--- config.mk ---
export PLATFORM = sky130hd
export DESIGN_NAME = reqack2rdyval_fifo
export DESIGN_NICKNAME = d
export VERILOG_FILES = /design/src/rtl/reqack2rdyval_fifo.sv
export SDC_FILE = /design/constraint.sdc
export NUM_CORES = 1
export LEC_CHECK = 0
export CORE_ASPECT_RATIO = 1.2
export CORE_MARGIN = 8
export CORE_UTILIZATION = 41
export DETAILED_ROUTE_END_ITERATION = 6
export PLACE_DENSITY = 0.73
export SYNTH_ARGS = -nofsm -noshare
export SYNTH_HDL_FRONTEND = slang
export SYNTH_SLANG_ARGS = --single-unit
--- constraint.sdc ---
create_clock -name clk -period 1.5 [get_ports clk]
set_clock_uncertainty 0.05 [all_clocks]
set_input_delay 0.3 -clock clk [delete_from_list [all_inputs] [get_ports clk]]
set_output_delay 0.3 -clock clk [all_outputs]
set_load 0.005 [all_outputs]
--- src/rtl/reqack2rdyval_fifo.sv ---
// Purpose : request/acknowledge (two- or four-phase) to ready/valid bridge with a DEPTH-entry FIFO.
// Latency : req edge -> ack and req edge -> vld are SYNC_STAGES+1 clk; pushed data is on o_dat one clk later.
// Backpr. : when full, the pending request is held unacknowledged and no data is lost.
// Ports   : clk/rst_n (async, active-low); req/ack/i_dat sender side; vld/rdy/o_dat consumer side;
//           level = FIFO occupancy 0..DEPTH.
module reqack2rdyval_fifo #(
  parameter int DWIDTH      = 8,
  parameter int DEPTH       = 2,
  parameter int SYNC_STAGES = 0,
  parameter int FOUR_PHASE  = 0
) (
  input  logic                         clk,
  input  logic                         rst_n,
  input  logic                         req,
  output logic                         ack,
  input  logic [DWIDTH-1:0]            i_dat,
  output logic                         vld,
  input  logic                         rdy,
  output logic [DWIDTH-1:0]            o_dat,
  output logic [$clog2(DEPTH+1)-1:0]   level
);

  localparam int PW = (DEPTH > 1) ? $clog2(DEPTH) : 1;
  localparam int LW = $clog2(DEPTH + 1);
  localparam logic [LW-1:0] FULL_LVL = LW'(DEPTH);
  localparam logic [PW-1:0] LAST_PTR = PW'(DEPTH - 1);

  typedef enum logic {ST_IDLE, ST_ACKED} state_e;

  logic              req_s;
  logic              full;
  logic              push;
  logic              pop;
  state_e            state_q, state_d;
  logic              ack_q, ack_d;
  logic              req_prev_q, req_prev_d;
  logic [LW-1:0]     level_q, level_d;
  logic [PW-1:0]     wr_ptr_q, wr_ptr_d;
  logic [PW-1:0]     rd_ptr_q, rd_ptr_d;
  logic [DWIDTH-1:0] mem_q [DEPTH];

  // Request synchroniser; i_dat is deliberately not synchronised because the
  // sender holds it stable until it sees the matching ack.
  generate
    if (SYNC_STAGES == 0) begin : g_nosync
      assign req_s = req;
    end else begin : g_sync
      logic [SYNC_STAGES-1:0] sync_q;
      always_ff @(posedge clk or negedge rst_n) begin
        if (!rst_n) begin
          sync_q <= '0;
        end else begin
          sync_q[0] <= req;
          for (int i = 1; i < SYNC_STAGES; i++) begin
            sync_q[i] <= sync_q[i-1];
          end
        end
      end
      assign req_s = sync_q[SYNC_STAGES-1];
    end
  endgenerate

  // full comes from the registered level only, so a same-cycle pop never
  // unblocks a push: no combinational rdy -> ack path.
  assign full = (level_q == FULL_LVL);
  assign vld  = (level_q != '0);
  assign pop  = vld & rdy;

  // Sender-side handshake. Two-phase: any difference between the synchronised
  // req and the last accepted level is a pending request. Four-phase: one push
  // per high phase, ack released once req returns to zero.
  always_comb begin
    state_d    = state_q;
    ack_d      = ack_q;
    req_prev_d = req_prev_q;
    push       = 1'b0;
    if (FOUR_PHASE != 0) begin
      case (state_q)
        ST_IDLE: begin
          if (req_s && !full) begin
            push    = 1'b1;
            ack_d   = 1'b1;
            state_d = ST_ACKED;
          end
        end
        ST_ACKED: begin
          if (!req_s) begin
            ack_d   = 1'b0;
            state_d = ST_IDLE;
          end
        end
        default: state_d = ST_IDLE;
      endcase
    end else if ((req_s != req_prev_q) && !full) begin
      push       = 1'b1;
      req_prev_d = req_s;
      ack_d      = ~ack_q;
    end
  end

  // Occupancy and pointers; pointers wrap explicitly so any DEPTH works.
  always_comb begin
    level_d  = level_q;
    wr_ptr_d = wr_ptr_q;
    rd_ptr_d = rd_ptr_q;
    case ({push, pop})
      2'b10:   level_d = level_q + LW'(1);
      2'b01:   level_d = level_q - LW'(1);
      default: level_d = level_q;
    endcase
    if (push) begin
      wr_ptr_d = (wr_ptr_q == LAST_PTR) ? '0 : wr_ptr_q + PW'(1);
    end
    if (pop) begin
      rd_ptr_d = (rd_ptr_q == LAST_PTR) ? '0 : rd_ptr_q + PW'(1);
    end
  end

  always_ff @(posedge clk or negedge rst_n) begin
    if (!rst_n) begin
      state_q    <= ST_IDLE;
      ack_q      <= 1'b0;
      req_prev_q <= 1'b0;
      level_q    <= '0;
      wr_ptr_q   <= '0;
      rd_ptr_q   <= '0;
    end else begin
      state_q    <= state_d;
      ack_q      <= ack_d;
      req_prev_q <= req_prev_d;
      level_q    <= level_d;
      wr_ptr_q   <= wr_ptr_d;
      rd_ptr_q   <= rd_ptr_d;
    end
  end

  // Storage is not reset; o_dat is only meaningful while vld is high.
  always_ff @(posedge clk) begin
    if (push) begin
      mem_q[wr_ptr_q] <= i_dat;
    end
  end

  assign o_dat = mem_q[rd_ptr_q];
  assign ack   = ack_q;
  assign level = level_q;

endmodule

==> impl_results.html, run 1 <==
<table>
<tr><th>Metric</th><th>Value</th></tr>
<tr><th colspan="2">Placement</th></tr>
<tr><td>Buffers on Ports</td><td>23</td></tr>
<tr><td>Area post-placement</td><td>roughly 0.0012 mm2</td></tr>
<tr><td>Weighted congestion at the end of routability-driven global placement</td><td>0.664</td></tr>
<tr><th colspan="2">Synth</th></tr>
<tr><td>Flops &amp; latches, synth</td><td>22</td></tr>
<tr><td>Cell accounting for the most synthesized area</td><td>edfxtp_1</td></tr>
<tr><td>Summed instance area of the synthesized netlist</td><td>850 um2</td></tr>
<tr><td>Most used standard cell by instance count after synthesis</td><td>edfxtp_1</td></tr>
<tr><td>Commonest cells in the synthesized netlist</td><td>edfxtp_1, mux2_2, dfrtp_1</td></tr>
<tr><td>Fraction of post-synthesis cell area in the top cell type by area</td><td>56.6%</td></tr>
<tr><td>Yosys warning total</td><td>0</td></tr>
<tr><td>Fraction of registers with async set or reset after synthesis</td><td>27.3%</td></tr>
<tr><td>Number of enable-type register cells in the synthesized netlist</td><td>16</td></tr>
<tr><td>Synthesized netlist net count</td><td>60</td></tr>
<tr><td>Avg Synthesized Cell Area</td><td>between 15 and 20 um2</td></tr>
<tr><td>Post-synth cell types</td><td>13</td></tr>
<tr><td>Cell types with the largest area share after synthesis</td><td>edfxtp_1, dfrtp_1, mux2_2</td></tr>
<tr><td>Main synth FF type</td><td>edfxtp_1</td></tr>
<tr><td>Fraction of the yosys area taken by sequential cells</td><td>74.2%</td></tr>
<tr><td>Cells after synthesis</td><td>47</td></tr>
<tr><th colspan="2">Final layout</th></tr>
<tr><td>Layout Cell Area excl Fill</td><td>0.00128 mm2</td></tr>
<tr><td>Area growth syn-to-layout</td><td>51.1%</td></tr>
<tr><td>Final net count</td><td>102</td></tr>
<tr><td>Antenna fix cells</td><td>0</td></tr>
<tr><td>Fraction of layout cells with a size suffix above 1</td><td>50.6%</td></tr>
<tr><th colspan="2">Clocking</th></tr>
<tr><td>Root buffer cell</td><td>clkbuf_4</td></tr>
<tr><td>Clock tree from TritonCTS</td><td>built</td></tr>
<tr><td>Worst-case clock buffer depth</td><td>2</td></tr>
<tr><td>H-tree level count</td><td>1</td></tr>
<tr><td>Hold Buf Count CTS</td><td>0</td></tr>
<tr><td>TritonCTS buffer count</td><td>3</td></tr>
<tr><td>Register clock-pin slew on the reported worst setup and hold paths</td><td>100 ps</td></tr>
<tr><td>Clock latency of the later-clocked register in the worst-skew pair</td><td>300 ps</td></tr>
<tr><td>Total clock sinks</td><td>22</td></tr>
<tr><th colspan="2">Global routing</th></tr>
<tr><td>Largest net degree at the start of global routing</td><td>12</td></tr>
<tr><td>Number of global-route vias before repair</td><td>around 600</td></tr>
<tr><td>Global-route wire length before repair</td><td>2560 um</td></tr>
<tr><td>Total gr overflow</td><td>0</td></tr>
<tr><td>Antenna violations before repair</td><td>0</td></tr>
<tr><td>Global routing usage summed across all routing layers</td><td>a little under a tenth</td></tr>
<tr><th colspan="2">Timing</th></tr>
<tr><td>Unrepaired setup endpoints after global routing</td><td>yes</td></tr>
<tr><td>Headroom to the max-slew limit</td><td>81.3%</td></tr>
<tr><td>Number of max-slew violations in the final report</td><td>0</td></tr>
<tr><td>Max Freq</td><td>between 0.6 and 0.7 GHz</td></tr>
<tr><td>Final clock period utilization by the worst path</td><td>108%</td></tr>
<tr><td>Total negative slack for setup checks</td><td>-953 ps</td></tr>
<tr><td>Pin slew with the least headroom to its limit</td><td>280 ps</td></tr>
<tr><td>Final hold slack</td><td>181 ps</td></tr>
<tr><td>Total setup violations reported at the end of the flow</td><td>10</td></tr>
<tr><td>Endpoints failing hold</td><td>0</td></tr>
<tr><td>Final worst slack</td><td>-120 ps</td></tr>
<tr><td>Final min period</td><td>roughly 1600 ps</td></tr>
<tr><th colspan="2">Critical path</th></tr>
<tr><td>Element type at the critical path start</td><td>register</td></tr>
<tr><td>Worst setup slack for register-to-register paths</td><td>-60 ps</td></tr>
<tr><td>Critical-path maximum fanout</td><td>5</td></tr>
<tr><td>Critical Path End Type</td><td>output pin</td></tr>
<tr><td>CP Data Required Time</td><td>1150 ps</td></tr>
<tr><td>Setup CP Type</td><td>register to output pin</td></tr>
<tr><td>Endpoint arrival time on the critical path</td><td>1270 ps</td></tr>
<tr><th colspan="2">Route</th></tr>
<tr><td>Average vias per placed instance</td><td>4.96</td></tr>
<tr><td>Antenna Violating Nets Remaining</td><td>0</td></tr>
<tr><td>Via count</td><td>531</td></tr>
<tr><td>Per-cell routed wire length</td><td>around 14 um</td></tr>
<tr><td>Routed WL</td><td>between 1500 and 2000 um</td></tr>
<tr><td>DRC</td><td>0</td></tr>
<tr><td>Iteration-0 DRC count of the detailed router</td><td>14</td></tr>
<tr><td>First-pass DRT Iterations</td><td>4</td></tr>
<tr><th colspan="2">Pwr</th></tr>
<tr><td>Total power divided by cell area</td><td>2050 mW/mm2</td></tr>
<tr><td>Worst voltage drop across the vdd grid</td><td>around 1.1 mV</td></tr>
<tr><td>Static power due to leakage</td><td>0.000521 uW</td></tr>
<tr><td>Post-route total power</td><td>2640 uW</td></tr>
<tr><th colspan="2">Floorplan</th></tr>
<tr><td>Rows</td><td>18</td></tr>
<tr><td>I/O pin total</td><td>24</td></tr>
<tr><td>Floorplan die area</td><td>~0.0038 mm2</td></tr>
<tr><td>Floorplan core area</td><td>between 0.002 and 0.0025 mm2</td></tr>
<tr><td>Width of the die</td><td>57.6 um</td></tr>
<tr><td>Starting density of the core</td><td>42.4%</td></tr>
<tr><td>Die H</td><td>~66 um</td></tr>
<tr><th colspan="2">Run</th></tr>
<tr><td># Max-Cap Violations</td><td>0</td></tr>
<tr><th colspan="2">Status</th></tr>
<tr><td>Violated checks</td><td>negative setup slack</td></tr>
<tr><td>Outcome</td><td>finished with violations</td></tr>
<tr><th colspan="2">Min path</th></tr>
<tr><td>Worst min-delay path class</td><td>primary input to asynchronous set/reset pin</td></tr>
</table>
[cell usage in the layout (no fill, tap or decap)]
cell / Yosys / final
nor2_2: 0 / 1
mux2_4: 0 / 2
nand2b_4: 0 / 1
or2_1: 1 / 1
buf_12: 0 / 1
nand2_2: 0 / 1
clkbuf_2: 0 / 1
xnor2_1: 4 / 3
mux2_2: 9 / 7
xnor2_2: 0 / 1
buf_6: 0 / 9
buf_4: 0 / 10
clkdlybuf4s50_1: 0 / 11
ha_4: 0 / 1
dfrtp_1: 6 / 5
and3_1: 1 / 1
buf_2: 1 / 4
dfrtp_2: 0 / 1
and2_4: 1 / 1
clkdlybuf4s15_1: 0 / 1
dlygate4sd2_1: 0 / 1
clkbuf_4: 0 / 3
nor2_1: 2 / 1
edfxtp_1: 16 / 16
xor2_1: 3 / 3
[cells by family (layout without fill, tap and decap cells)]
kind of cell,Yosys count,count (layout),synth area share [%]
DFF,22,22,74.2
muxes,9,9,11.9
xor gates and xnor gates,7,7,7.22
and+or+nand+nor,7,7,4.57
adders and majority gates,1,1,1.47
buffers and inverters,1,41,0.589
[power by group]
part           leakage [uW]  switching (uW)  total, uW  internal (uW)
Clock             0.0000138             154        248           93.7
Sequential         0.000218            86.5        994            907
Combinational      0.000290             513       1400            882
Total              0.000521             754       2640           1880
[worst max-delay path, stage by stage, from the launching register on]
cell and delay (ps):
dfrtp_2 430, buf_6 140, mux2_4 290, buf_6 110
[worst paths after layout]
path	startpoint	end	depth (start not counted)
max	rd_ptr_q	o_dat[5]	3
min	rst_n	level[1]	1
max reg2reg	level[0]	level[1]	7
min reg2reg	wr_ptr_q	wr_ptr_q	1
max in group asynchronous	rst_n	rd_ptr_q	1
min in group clk	wr_ptr_q	wr_ptr_q	1
[registers in the layout, summed over array words and instances (netlist names)]
| register | flops |
|---|---|
| req_prev_q | 1 |
| rd_ptr_q | 1 |
| wr_ptr_q | 1 |
| level | 2 |
| ack | 1 |
| mem_q | 16 |
[layout make-up]
| class | count | area (um2) |
|---|---|---|
| repair buffers | 38 | 350 |
| fillers | 151 | 721 |
| multi-input cells | 24 | 254 |
| flip-flops and latches | 22 | 632 |
| well taps | 20 | 25.0 |
| clock buffers | 3 | 22.5 |
[per-stage QoR]
stage | std cells | setup slack [ps] | utilization, %
6_report | 107 | -120 | 64.0
5_1_grt | 107 | -182 | 64.0
4_1_cts | 107 | -127 | 62.0
3_5_place_dp | 96 | -328 | 58.1
3_3_place_gp | 96 | -277 | 58.1
2_1_floorplan | 47 | 0.0957 | -
[metal layers]
metal / wire [um] / track usage, %
met1: 571 / 8.03
met5: 0 / 0
met4: 24 / 4.70
met3: 113 / 4.09
met2: 836 / 16.8
[timing repair]
action / CTS / global route
setup buffers: 8 / 0
pin swaps: 6 / 0
resized for setup: 50 / 11
endpoints found under the setup margin: 13 / 20
hold endpoints to repair: 0 / 0
Note: power is estimated with default switching activity, not from simulation.
==> run 2, diff against run 1 <==
--- a/config.mk
+++ b/config.mk
@@ -13,3 +13,4 @@
 export SYNTH_ARGS = -nofsm -noshare
 export SYNTH_HDL_FRONTEND = slang
 export SYNTH_SLANG_ARGS = --single-unit
+export TNS_END_PERCENT = 5
==> run 2 against run 1 <==
The run still ends with negative setup slack left. Global-route usage shrank 0.57 points. Combinational power shrank 18%. Flip-flop and latch count is the same. Worst setup slack gained 8.6 ps. Fmax grew 0.53%. Clock power is essentially flat. Total power shrank 9.3%. Non-clock buffer count shrank 4. Cell count shrank 3.7%. First-iteration DRC count shrank 57%. Die area is the same. Critical path type unchanged. Largest power group unchanged.
==> impl_results.html, run 2 (synthesis results as in run 1) <==
<table>
<tr><th>Metric</th><th>Value</th></tr>
<tr><th colspan="2">Status</th></tr>
<tr><td>Outcome</td><td>finished with violations</td></tr>
<tr><td>Violated checks</td><td>negative setup slack</td></tr>
<tr><th colspan="2">Timing</th></tr>
<tr><td>Endpoints failing hold</td><td>0</td></tr>
<tr><td>Final clock period utilization by the worst path</td><td>107%</td></tr>
<tr><td>Total negative slack for setup checks</td><td>-862 ps</td></tr>
<tr><td>Final min period</td><td>1610 ps</td></tr>
<tr><td>Total setup violations reported at the end of the flow</td><td>10</td></tr>
<tr><td>Max Freq</td><td>0.621 GHz</td></tr>
<tr><td>Pin slew with the least headroom to its limit</td><td>275 ps</td></tr>
<tr><td>Final worst slack</td><td>-111 ps</td></tr>
<tr><td>Headroom to the max-slew limit</td><td>81.6%</td></tr>
<tr><td>Number of max-slew violations in the final report</td><td>0</td></tr>
<tr><td>Unrepaired setup endpoints after global routing</td><td>yes</td></tr>
<tr><td>Final hold slack</td><td>178 ps</td></tr>
<tr><th colspan="2">Global routing</th></tr>
<tr><td>Total gr overflow</td><td>0</td></tr>
<tr><td>Number of global-route vias before repair</td><td>around 580</td></tr>
<tr><td>Largest net degree at the start of global routing</td><td>12</td></tr>
<tr><td>Global routing usage summed across all routing layers</td><td>8.49%</td></tr>
<tr><td>Global-route wire length before repair</td><td>2430 um</td></tr>
<tr><td>Antenna violations before repair</td><td>0</td></tr>
<tr><th colspan="2">Route</th></tr>
<tr><td>Iteration-0 DRC count of the detailed router</td><td>6</td></tr>
<tr><td>Sum of met2 wire segment lengths after detailed routing</td><td>759 um</td></tr>
<tr><td>Via count</td><td>512</td></tr>
<tr><td>Routed met1 length</td><td>around 540 um</td></tr>
<tr><td>Routed wl met3</td><td>115 um</td></tr>
<tr><td>Antenna Violating Nets Remaining</td><td>0</td></tr>
<tr><td>First-pass DRT Iterations</td><td>2</td></tr>
<tr><td>Per-cell routed wire length</td><td>14.1 um</td></tr>
<tr><td>Average vias per placed instance</td><td>4.97</td></tr>
<tr><td>Top routing layer in use</td><td>met4</td></tr>
<tr><td>Routed WL</td><td>1450 um</td></tr>
<tr><td>DRC</td><td>0</td></tr>
<tr><th colspan="2">Critical path</th></tr>
<tr><td>Reg-to-reg critical path startpoint</td><td>level[0]</td></tr>
<tr><td>Setup CP Type</td><td>register to output pin</td></tr>
<tr><td>Setup crit start</td><td>rd_ptr_q</td></tr>
<tr><td>Worst R2R End</td><td>level[1]</td></tr>
<tr><td>Critical Path End Type</td><td>output pin</td></tr>
<tr><td>Element type at the critical path start</td><td>register</td></tr>
<tr><td>Critical-path maximum fanout</td><td>5</td></tr>
<tr><td>Depth of the most critical reg-to-reg path</td><td>6</td></tr>
<tr><td>Last element of the critical path</td><td>o_dat[2]</td></tr>
<tr><td>Worst setup slack for register-to-register paths</td><td>-20 ps</td></tr>
<tr><td>CP Data Required Time</td><td>1150 ps</td></tr>
<tr><td>Endpoint arrival time on the critical path</td><td>1260 ps</td></tr>
<tr><th colspan="2">Clocking</th></tr>
<tr><td>Worst-case clock buffer depth</td><td>2</td></tr>
<tr><td>Root buffer cell</td><td>clkbuf_4</td></tr>
<tr><td>Clock latency of the later-clocked register in the worst-skew pair</td><td>300 ps</td></tr>
<tr><td>H-tree level count</td><td>1</td></tr>
<tr><td>Total clock sinks</td><td>22</td></tr>
<tr><td>Clock tree from TritonCTS</td><td>built</td></tr>
<tr><td>Register clock-pin slew on the reported worst setup and hold paths</td><td>about 100 ps</td></tr>
<tr><td>TritonCTS buffer count</td><td>3</td></tr>
<tr><th colspan="2">Floorplan</th></tr>
<tr><td>Rows</td><td>18</td></tr>
<tr><td>I/O pin total</td><td>24</td></tr>
<tr><td>Floorplan core area</td><td>0.00200 mm2</td></tr>
<tr><td>Width of the die</td><td>57.6 um</td></tr>
<tr><td>Floorplan die area</td><td>0.00379 mm2</td></tr>
<tr><td>Die H</td><td>around 66 um</td></tr>
<tr><td>Starting density of the core</td><td>42.4%</td></tr>
<tr><th colspan="2">Final layout</th></tr>
<tr><td>Final net count</td><td>98</td></tr>
<tr><td>Fraction of layout cells with a size suffix above 1</td><td>39.8%</td></tr>
<tr><td>Commonest non-fill, non-tap cell in the layout</td><td>edfxtp_1</td></tr>
<tr><td>Most frequent cells in the layout</td><td>edfxtp_1, clkdlybuf4s50_1, mux2_2</td></tr>
<tr><td>Top register by number of flip-flops</td><td>mem_q</td></tr>
<tr><td>Final core utilization</td><td>60.2%</td></tr>
<tr><td>Area growth syn-to-layout</td><td>42.1%</td></tr>
<tr><td>Max reg flops</td><td>16</td></tr>
<tr><td>Antenna fix cells</td><td>0</td></tr>
<tr><td>Layout Cell Area excl Fill</td><td>0.00121 mm2</td></tr>
<tr><th colspan="2">Pwr</th></tr>
<tr><td>Static power due to leakage</td><td>0.000479 uW</td></tr>
<tr><td>Worst voltage drop across the vdd grid</td><td>around 1.0 mV</td></tr>
<tr><td>Total power divided by cell area</td><td>1980 mW/mm2</td></tr>
<tr><th colspan="2">Placement</th></tr>
<tr><td>Buffers on Ports</td><td>23</td></tr>
<tr><td>Area post-placement</td><td>0.00116 mm2</td></tr>
<tr><td>Weighted congestion at the end of routability-driven global placement</td><td>roughly 0.66</td></tr>
<tr><td>Post-placement worst setup slack</td><td>-328 ps</td></tr>
<tr><th colspan="2">Run</th></tr>
<tr><td># Max-Cap Violations</td><td>0</td></tr>
<tr><th colspan="2">Min path</th></tr>
<tr><td>Worst min-delay path class</td><td>primary input to asynchronous set/reset pin</td></tr>
</table>
run 2: changes by cell type in the layout (fill, tap and decap cells not counted), moves of 2 or more:
| cell | before | now |
|---|---|---|
| clkdlybuf4s15_1 | 1 | 3 |
| buf_4 | 10 | 7 |
| mux2_2 | 7 | 9 |
| buf_6 | 9 | 6 |
| mux2_4 | 2 | 0 |
run 2: area by class of cell:
cell class	instances	area, um2
timing repair buffer	34	314
clock buffer	3	22.5
fill	161	797
tap	20	25.0
multi-input combinational	24	214
sequential	22	632
run 2: worst min path at each step:
stage / startpoint / to / slack [ps]
after floorplan: rst_n / ack / -50
after global routing: rst_n / level[0] / 180
after CTS: rst_n / level[0] / 170
after detailed placement: ack / ack / 420
after global placement: ack / ack / 410
final: rst_n / level[1] / 180
run 2: report_power, final:
group	switching, uW	internal [uW]	leakage [uW]
registers	84.8	907	0.000218
logic	438	714	0.000247
clock network	153	93.6	0.0000138
total	676	1720	0.000479
run 2: critical path, cell delays in order, from the launching register on:
cell and delay (ps):
dfrtp_2 390, buf_6 120, mux2_2 340, buf_6 120
run 2: metrics by stage:
stage	cells	power, uW
finish	103	2390
global route	103	2560
CTS	103	2360
detailed placement	96	2150
global placement	96	2120
floorplan	47	1510
run 2: timing repair:
item	CTS	global route
buffers inserted	4	0
setup endpoints to repair	13	20
gates resized for setup	42	6
hold buffers	0	0
pin swaps	1	1
run 2: per-layer routing:
layer  vias up  GRT usage (%)
met2        19           15.1
met5         -              0
met4         0           4.70
met1       249           7.78
li1        242              -
met3         2           4.09
